$ cat src/rtl/checkout_pkg.sv
// Shared types and constants for the two-lane checkout controller.
package checkout_pkg;

  typedef enum logic [1:0] {
    IDLE,
    CLASSIFY,
    ALARM
  } state_e;

  localparam int unsigned U_BIT = 3;
  localparam int unsigned P_BIT = 2;
  localparam int unsigned C_BIT = 1;
  localparam int unsigned M_BIT = 0;

endpackage

$ cat src/rtl/checkout_arbiter_item_classify.sv
// Combinational item classifier: maps a {U,P,C,M} code to discount / stolen flags.
module item_classify
  import checkout_pkg::*;
(
  input  logic [3:0] code,
  output logic       discount,
  output logic       stolen
);

  logic expensive;

  always_comb begin
    discount  = code[P_BIT] | (code[U_BIT] & code[C_BIT]);
    expensive = ~code[P_BIT] & (code[U_BIT] | code[C_BIT]);
    stolen    = expensive & ~code[M_BIT];
  end

endmodule

$ cat src/rtl/checkout_arbiter.sv
// Two-lane round-robin checkout controller with saturating tallies and a sticky
// theft alarm that blocks scanning until the operator clears it.
module checkout_arbiter
  import checkout_pkg::*;
#(
  parameter int unsigned CNT_W = 8
) (
  input  logic             clk,
  input  logic             reset_n,
  input  logic [1:0]       req,
  input  logic [3:0]       code0,
  input  logic [3:0]       code1,
  input  logic             clr,
  output logic [1:0]       ack,
  output logic [CNT_W-1:0] item_cnt,
  output logic [CNT_W-1:0] disc_cnt,
  output logic             alarm,
  output logic             alarm_lane
);

  state_e           state_q, state_d;
  logic             last_grant_q, last_grant_d;
  logic [1:0]       ack_q, ack_d;
  logic [3:0]       code_q, code_d;
  logic             lane_q, lane_d;
  logic [CNT_W-1:0] item_cnt_q, item_cnt_d;
  logic [CNT_W-1:0] disc_cnt_q, disc_cnt_d;
  logic             alarm_q, alarm_d;
  logic             alarm_lane_q, alarm_lane_d;

  logic grant_lane;
  logic discount;
  logic stolen;

  item_classify u_classify (
    .code     (code_q),
    .discount (discount),
    .stolen   (stolen)
  );

  always_ff @(posedge clk) begin
    if (!reset_n) begin
      state_q      <= IDLE;
      last_grant_q <= 1'b1;
      ack_q        <= '0;
      code_q       <= '0;
      lane_q       <= 1'b0;
      item_cnt_q   <= '0;
      disc_cnt_q   <= '0;
      alarm_q      <= 1'b0;
      alarm_lane_q <= 1'b0;
    end else begin
      state_q      <= state_d;
      last_grant_q <= last_grant_d;
      ack_q        <= ack_d;
      code_q       <= code_d;
      lane_q       <= lane_d;
      item_cnt_q   <= item_cnt_d;
      disc_cnt_q   <= disc_cnt_d;
      alarm_q      <= alarm_d;
      alarm_lane_q <= alarm_lane_d;
    end
  end

  always_comb begin
    state_d = state_q;
    case (state_q)
      IDLE:     if (|req) state_d = CLASSIFY;
      CLASSIFY: state_d = stolen ? ALARM : IDLE;
      ALARM:    if (clr) state_d = IDLE;
      default:  state_d = IDLE;
    endcase
  end

  // Contention goes to the lane not served last; a lone requester always wins.
  assign grant_lane = (req == 2'b11) ? ~last_grant_q : req[1];

  always_comb begin
    ack_d        = '0;
    code_d       = code_q;
    lane_d       = lane_q;
    last_grant_d = last_grant_q;
    item_cnt_d   = item_cnt_q;
    disc_cnt_d   = disc_cnt_q;
    alarm_d      = alarm_q;
    alarm_lane_d = alarm_lane_q;

    if (state_q == IDLE && |req) begin
      ack_d        = grant_lane ? 2'b10 : 2'b01;
      code_d       = grant_lane ? code1 : code0;
      lane_d       = grant_lane;
      last_grant_d = grant_lane;
    end

    if (clr) begin
      item_cnt_d = '0;
      disc_cnt_d = '0;
      alarm_d    = 1'b0;
    end else if (state_q == CLASSIFY) begin
      if (item_cnt_q != '1) item_cnt_d = item_cnt_q + CNT_W'(1);
      if (discount && disc_cnt_q != '1) disc_cnt_d = disc_cnt_q + CNT_W'(1);
    end

    // Setting the alarm takes priority over a simultaneous clear.
    if (state_q == CLASSIFY && stolen) begin
      alarm_d      = 1'b1;
      alarm_lane_d = lane_q;
    end
  end

  assign ack        = ack_q;
  assign item_cnt   = item_cnt_q;
  assign disc_cnt   = disc_cnt_q;
  assign alarm      = alarm_q;
  assign alarm_lane = alarm_lane_q;

endmodule
$ cat config.mk
export PLATFORM = sky130hd
export DESIGN_NAME = checkout_arbiter
export DESIGN_NICKNAME = d
export VERILOG_FILES = /design/src/rtl/checkout_pkg.sv /design/src/rtl/checkout_arbiter_item_classify.sv /design/src/rtl/checkout_arbiter.sv
export SDC_FILE = /design/constraint.sdc
export NUM_CORES = 1
export LEC_CHECK = 0
export CAP_MARGIN = 25
export CORE_ASPECT_RATIO = 1.5
export CORE_UTILIZATION = 51
export DETAILED_ROUTE_END_ITERATION = 16
export PLACE_DENSITY_LB_ADDON = 0.15
export SYNTH_ARGS = -nofsm -noshare
export SYNTH_HDL_FRONTEND = slang
export SYNTH_SLANG_ARGS = --single-unit
$ cat constraint.sdc
create_clock -name clk -period 4.26 [get_ports clk]
set_input_delay 0.852 -clock clk [delete_from_list [all_inputs] [get_ports clk]]
set_output_delay 0.852 -clock clk [all_outputs]
set_load 0.02 [all_outputs]
== Yosys cells after proc, flatten, opt, wreduce, memory -nomap -nowiden ==
Index checks and enable logic that the tools add are counted.

* Reduce and logical (&&, ||, !) cells: 11
* Equal/unequal tests: 7
* $add $sub $neg: 2
* Bitwise operators: 9
* Mux-type cells: 9

{| class="wikitable"
|+ Operators by type and width
! cell !! number
|-
| $add 8x1->8 const B || 2
|-
| $ne 8x8->1 const B || 2
|-
| $mux 2 || 4
|-
| $reduce_and 2->1 || 4
|-
| $pmux 2 s3 || 1
|-
| $eq 2x2->1 const B || 2
|-
| $mux 4 || 1
|-
| $ne 2x2->1 const B || 2
|-
| $not 1->1 || 4
|-
| $reduce_or 2->1 || 2
|-
| $and 1x1->1 || 3
|-
| $logic_and 1x1->1 || 3
|-
| $mux 1 || 3
|-
| $eq 2x1->1 const B || 1
|-
| $logic_not 2->1 || 1
|-
| $or 1x1->1 || 2
|-
| $reduce_bool 2->1 || 1
|}

* Logic and storage cells: 47
* Output and inout port bits: 20
* Bits of input ports: 13
* Register bits after elaboration: 28

== Depth between registers and ports, before layout ==
Gate-level depths: netlist of run 1.

* Word-level depth: 5
* Gate-level depth with buffers: 5
* Mapped depth without buffers: 5

== Cells and area by module ==
From an unflattened synthesis of run 1, not the netlist that was laid out.

* Cell total of the unflattened synthesis: 145
* Area, all modules: 1270.0 um2

{| class="wikitable"
|+ Modules (own cells, without submodules)
! module !! seq. area each (um2) !! times used !! cells each !! area each (um2)
|-
| checkout_arbiter || 560.5 || 1 || 142 || 1248.7
|-
| item_classify || 0.0 || 1 || 3 || 21.3
|}

== Worst setup path after synthesis of run 1 ==
OpenSTA, ideal clock, no wires.

* Path kind: input to register
* Start: input port req[1]
* End: register code_q[0]
* Path slack: 2.599 ns
* Data arrival time: 1.545 ns
* Cell stages on the path: 4
* Path buffers: 0
* Cell sequence: a21boi_2 mux2i_1 nand2_1 o211a_1

* Cells in the longest elaborated chain, start to end: 3
* Elaborated cells on any way between the ends: 5

{| class="wikitable"
|+ Ends and longest elaborated chain
! what !! line !! RTL
|-
| from (decl) || checkout_arbiter.sv:10 || <nowiki>input logic [1:0] req,</nowiki>
|-
| $eq 2x2->1 || checkout_arbiter.sv:76 || <nowiki>assign grant_lane = (req == 2'b11) ? ~last_grant_q : req[1];</nowiki>
|-
| $mux 1 || checkout_arbiter.sv:76 ||
|-
| $mux 4 || checkout_arbiter.sv:90 || <nowiki>code_d = grant_lane ? code1 : code0;</nowiki>
|-
| to (signal assigned) || checkout_arbiter.sv:56 || <nowiki>code_q <= code_d;</nowiki>
|-
| to (decl) || checkout_arbiter.sv:24 || <nowiki>logic [3:0] code_q, code_d;</nowiki>
|}

Several ways; a longest one is shown, not always the timed one.
A chain may end at the register's enable or synchronous reset.

== Final worst setup path of run 1 ==
* Start: register item_cnt_q[3], in the netlist item_cnt[3]
* End: output port item_cnt[3]

{| class="wikitable"
|+ RTL lines
! what !! line !! RTL
|-
| from (decl) || checkout_arbiter.sv:26 || <nowiki>logic [CNT_W-1:0] item_cnt_q, item_cnt_d;</nowiki>
|-
| from (signal assigned) || checkout_arbiter.sv:58 || <nowiki>item_cnt_q <= item_cnt_d;</nowiki>
|-
| to (decl) || checkout_arbiter.sv:15 || <nowiki>output logic [CNT_W-1:0] item_cnt,</nowiki>
|}

No word-level cell between the ends.

==> results.toml, run 1 <==
[global_route]
grt.total_usage = 0.203
grt_pass1_wl_um = 4370
grt_max_degree = 19
grt_pass1_vias = 1063
antenna_found_initial = 0
overflow = 0

[power]
power_switching_w = 0.000117
p_seq_frac = 0.591
swShare = 0.247
pwr-share-clk = 0.274
ir_drop_uv = 239
p_int_w = 0.000357
power_density_nw_per_um2 = 291
power.leakage_nw = 0.609
pwr-share-comb = 0.135

[synthesis]
ys_ff_latch = 28
synth_cell_types = 37
syn_area_per_cell_sq_um = 9.07
seq_area_frac_synth = 0.441
yosysWarnings = 0
syn_area_sq_um = 1270
synth_nets = 155
syn-instance-count = 140

[cts]
clock_latency_ns = 0.33
cts_max_path_buffers = 2
cts_buffers = 3
clock-sinks = 28
cts_hold_buf = 0
clk_pin_slew_ns = 0.15
cts_setup_buffers = 0
cts_root_buf = "clkbuf_4"
cts.htree.levels = 1
cts_resized = 0
cts_tree = "done"

[floorplan]
core_area_sq_um = 2290
die_x_um = 42.7
pin_count = 33
rows = 21
die_height_um = 63.1
start_util = 0.556
die_area_sq_um = 2700

[drt]
totalWireLength_um = 2550
first_iter_violations = 20
via_count = 1139
antenna_left = 0
firstDrtPassIters = 4
vias_per_cell = 5.87
route.detailed.drc = 0
wl_per_cell_um = 13.1

[sta]
worst_pin_slew_ns = 0.667
post-route-period-util = 0.542
setup_viol = 0
relSlewSlack = 0.556
hold_violations = 0
hold-worst-slack_ns = 0.493
setup_slack_ns = 1.95
min_period_ns = 2.31
drv_slew = 0
rsz0062_at_grt = "false"
clock_skew_ns = 0.0106
clock.fmax_ghz = 0.433
timing.setup.tns_ns = 0

[worst_setup_path]
cp.required_ns = 3.41
crit_chain = "clkdlybuf4s50_1"
cp_max_fo = 7
worstSetupStartpointType = "flip-flop"
crit_arrival_ns = 1.46
timing.critical_path.buf_inv = 1
crit_family = "buffers and inverters"
crit_slowest_cell = "clkdlybuf4s50_1"
crit_type = "reg -> out"
slowest_delay_ns = 0.65
end_kind = "output port"

[final_layout]
final.fill_count = 187
n_antenna_cell = 0
syn_to_final_growth_pct = 28.3
layout-drive-gt1-share = 0.0585
final_cells = 194
fin_nets = 187
final_common_cell = "clkdlybuf4s50_1"
layout_common_cells = "clkdlybuf4s50_1, dfxtp_1, nor2_1"

[placement]
gp_congestion = 0.809
dp.cells = 190
io_buffers = 32
pre_cts_slack_ns = 1.90
dpl.hpwl_um = 1900

[flow_run]
drv_cap = 0

[status]
run_status = "finished, final reports clean"

[min_path]
hp-class = "reg -> reg"
## synthesized netlist by cell type (all sizes together)
master | n | area [sq um]
dfxtp | 28 | 561
nand2 | 15 | 58.8
nor2 | 15 | 56.3
mux2i | 8 | 80.1
a21oi | 6 | 30.0
nand3 | 5 | 25.0
o211a | 5 | 50.1
o21ai | 5 | 25.0
xor2 | 5 | 43.8
clkbuf | 4 | 15.0
nand2b | 4 | 25.0
nor3 | 4 | 20.0
o2111ai | 4 | 41.3
and3 | 3 | 18.8
nor2b | 3 | 21.3
or4 | 3 | 22.5
a21boi | 2 | 18.8
and2 | 2 | 12.5
ha | 2 | 25.0
inv | 2 | 7.51
o31ai | 2 | 15.0
or3 | 2 | 12.5
a211oi | 1 | 7.51
a21o | 1 | 7.51
a31o | 1 | 8.76
a31oi | 1 | 6.26
buf | 1 | 11.3
nand4 | 1 | 6.26
nor4 | 1 | 6.26
o21a | 1 | 7.51
o41ai | 1 | 8.76
or2 | 1 | 6.26
xnor2 | 1 | 8.76
## cells by family (layout without fill, tap and decap cells)
| group | after synthesis | in the layout | synth area share |
|---|---|---|---|
| buffers and inverters | 7 | 38 | 0.0266 |
| flip-flops | 28 | 28 | 0.441 |
| multiplexers | 8 | 8 | 0.0631 |
| XOR/XNOR | 6 | 6 | 0.0414 |
| adder cells (fa/ha/maj) | 2 | 2 | 0.0197 |
| AO/OA/AOI/OAI | 30 | 30 | 0.178 |
| AND/OR/NAND/NOR | 59 | 59 | 0.230 |
## power by group through the flow
stage / clock [W] / sequential [W] / combinational [W]
final: 0.000130 / 0.000280 / 0.0000642
after global routing: 0.000140 / 0.000281 / 0.0000708
after CTS: 0.000131 / 0.000280 / 0.0000647
after detailed placement: 0 / 0.000286 / 0.0000642
after global placement: 0 / 0.000285 / 0.0000627
after floorplan: 0 / 0.000287 / 0.0000399
## state kept, by name, summed over array words and instances (netlist names)
register	count
last_grant_q	1
ack	2
disc_cnt	8
state_q	2
item_cnt	8
lane_q	1
alarm_lane	1
alarm	1
code_q	4
## stage by stage
stage / total power (W) / instance area (sq um) / utilization
final: 0.000475 / 1630 / 0.713
after global routing: 0.000492 / 1630 / 0.713
after global placement: 0.000348 / 1590 / 0.697
after floorplan: 0.000327 / 1270 / -
after detailed placement: 0.000350 / 1590 / 0.697
after CTS: 0.000476 / 1630 / 0.713
## layer usage
metal	GRT usage	vias to the layer above	share of wire
li1	-	571	-
met1	0.227	523	0.41
met2	0.364	36	0.52
met3	0.0172	9	0.034
met4	0.109	0	0.029
met5	0	-	0
## path summary, 6_finish.rpt
check / startpoint / to / slack (ns) / cells past startpoint
setup / recovery: item_cnt[3] / item_cnt[3] / 1.95 / 1
hold / removal: alarm / alarm / 0.49 / 2
setup reg to reg: item_cnt[0] / item_cnt[1] / 2.61 / 5
hold reg to reg: alarm / alarm / 0.49 / 2
## final cells by class
| class | instances | area (sq um) | share of cell area |
|---|---|---|---|
| inverters | 2 | 7.51 | 0.00461 |
| clock buffers | 4 | 36.3 | 0.0223 |
| repair buffers | 32 | 320 | 0.197 |
| well taps | 23 | 28.8 | 0.0177 |
| multi-input cells | 105 | 676 | 0.415 |
| flip-flops and latches | 28 | 561 | 0.344 |
Note: power is estimated with default switching activity, not from simulation.
==> run 2: changes to the inputs <==
- CORE_UTILIZATION: 51 -> 43
- clock period: 4.26 -> 1.98 ns (I/O delays scaled with it)
==> results.toml, run 2 (synthesis gave the netlist of run 1 again) <==
[cts]
cts_tree = "done"
clock-sinks = 28
clock_latency_ns = 0.27
cts_hold_buf = 0
cts_resized = 0
clk_pin_slew_ns = 0.10
cts.htree.levels = 1
cts_root_buf = "clkbuf_8"
cts_buffers = 3
cts_max_path_buffers = 2
cts_setup_buffers = 0

[sta]
setup_viol = 0
relSlewSlack = 0.669
clock.fmax_ghz = 0.566
clock_skew_ns = 0.00521
timing.setup.tns_ns = 0
post-route-period-util = 0.892
worst_pin_slew_ns = 0.492
hold_violations = 0
drv_slew = 0
min_period_ns = 1.77
rsz0062_at_grt = "false"

[power]
p_seq_frac = 0.546
pwr-share-comb = 0.132
p_total_w = 0.00110
ir_drop_uv = 424
power.leakage_nw = 0.631
swShare = 0.240
power_density_nw_per_um2 = 653
power_switching_w = 0.000264
pwr-share-clk = 0.322
p_int_w = 0.000837

[global_route]
grt.total_usage = 0.193
grt_pass1_wl_um = 4620
antenna_found_initial = 0
overflow = 0
grt_pass1_vias = 1076
grt_max_degree = 19

[worst_setup_path]
timing.critical_path.buf_inv = 1
worstSetupStartpointType = "flip-flop"
crit_family = "buffers and inverters"
crit_slowest_cell = "clkdlybuf4s50_1"
slowest_delay_ns = 0.65
crit_arrival_ns = 1.37
r2r-start = "item_cnt[0]"
crit_chain = "clkdlybuf4s50_1"
rr_worst_depth = 5
end_kind = "output port"
r2r-end = "item_cnt[1]"
rrSetupSlack_ns = 0.38
cp_max_fo = 7
crit_type = "reg -> out"
cp.required_ns = 1.58

[final_layout]
syn_to_final_growth_pct = 32.9
fin_nets = 190
layout_common_cells = "clkdlybuf4s50_1, dfxtp_1, nor2_1"
final_common_cell = "clkdlybuf4s50_1"
stdcell_area_sq_um = 1690
layout-drive-gt1-share = 0.0747
n_antenna_cell = 0

[placement]
dpl.hpwl_um = 1980
io_buffers = 32
placed_cell_area_sq_um = 1630
gp_congestion = 0.782

[floorplan]
rows = 23
die_height_um = 68.6
die_x_um = 46.4
die_area_sq_um = 3180
pin_count = 33
core_area_sq_um = 2730
start_util = 0.465

[min_path]
min_from = "alarm"
whs_path_depth = 2
hp-class = "reg -> reg"
whs_endpoint = "alarm"

[drt]
via_count = 1122
vias_per_cell = 5.32
firstDrtPassIters = 3
antenna_left = 0
first_iter_violations = 28
route.detailed.drc = 0
totalWireLength_um = 2670
wl_per_cell_um = 12.7

[status]
run_status = "finished, final reports clean"

[flow_run]
drv_cap = 0
==> run 2: cell count changes in the layout (fill, tap and decap cells not counted), sizes merged <==
cell / delta
buf: +3
==> run 2: through the flow <==
step           worst slack [ns]  hold slack [ns]  instances   util
2_1_floorplan             0.371            0.457        140      -
3_3_place_gp              0.229            0.465        207  0.597
3_5_place_dp              0.165            0.474        207  0.597
4_1_cts                   0.206            0.488        211  0.617
5_1_grt                   0.140            0.519        211  0.617
6_report                  0.214            0.481        211  0.617
==> run 2: worst register-to-register path: stages (launching register included) <==
cell	delay (ns)
dfxtp_1	0.40
ha_1	0.26
nand2_1	0.15
o31ai_1	0.41
mux2i_1	0.24
nor2_1	0.05
==> run 2: power by group through the flow <==
stage          Sequential (W)  Combinational (W)  Clock (W)
5_1_grt              0.000604           0.000161   0.000385
3_5_place_dp         0.000614           0.000145          0
4_1_cts              0.000601           0.000146   0.000360
2_1_floorplan        0.000618          0.0000859          0
3_3_place_gp         0.000614           0.000141          0
6_report             0.000601           0.000145   0.000355
==> run 2: worst max path at each step <==
stage                start  cells past startpoint           to
5_1_grt        item_cnt[3]                      1  item_cnt[3]
3_5_place_dp        req[1]                      5    code_q[3]
4_1_cts        item_cnt[3]                      1  item_cnt[3]
3_3_place_gp        req[1]                      5    code_q[0]
2_1_floorplan  item_cnt[0]                      5  item_cnt[1]
6_report       item_cnt[3]                      1  item_cnt[3]
==> run 2: cell type report <==
class | instances | area (sq um)
clock buffers | 4 | 55.1
multi-input cells | 105 | 676
well taps | 37 | 46.3
inverters | 2 | 7.51
repair buffers | 35 | 343
flip-flops and latches | 28 | 561
fillers | 250 | 1050
==> run 2: routing by layer <==
layer | routed length [um] | GRT usage
met5 | 0 | 0
met4 | 25 | 0.0735
met2 | 1420 | 0.339
met3 | 64 | 0.0234
met1 | 1170 | 0.231
==> run 3: changes to the inputs <==
- CTS_CLUSTER_DIAMETER: not set -> 200
==> results of run 3 <==
Final layout, timing and power as in run 2 (identical DEF).
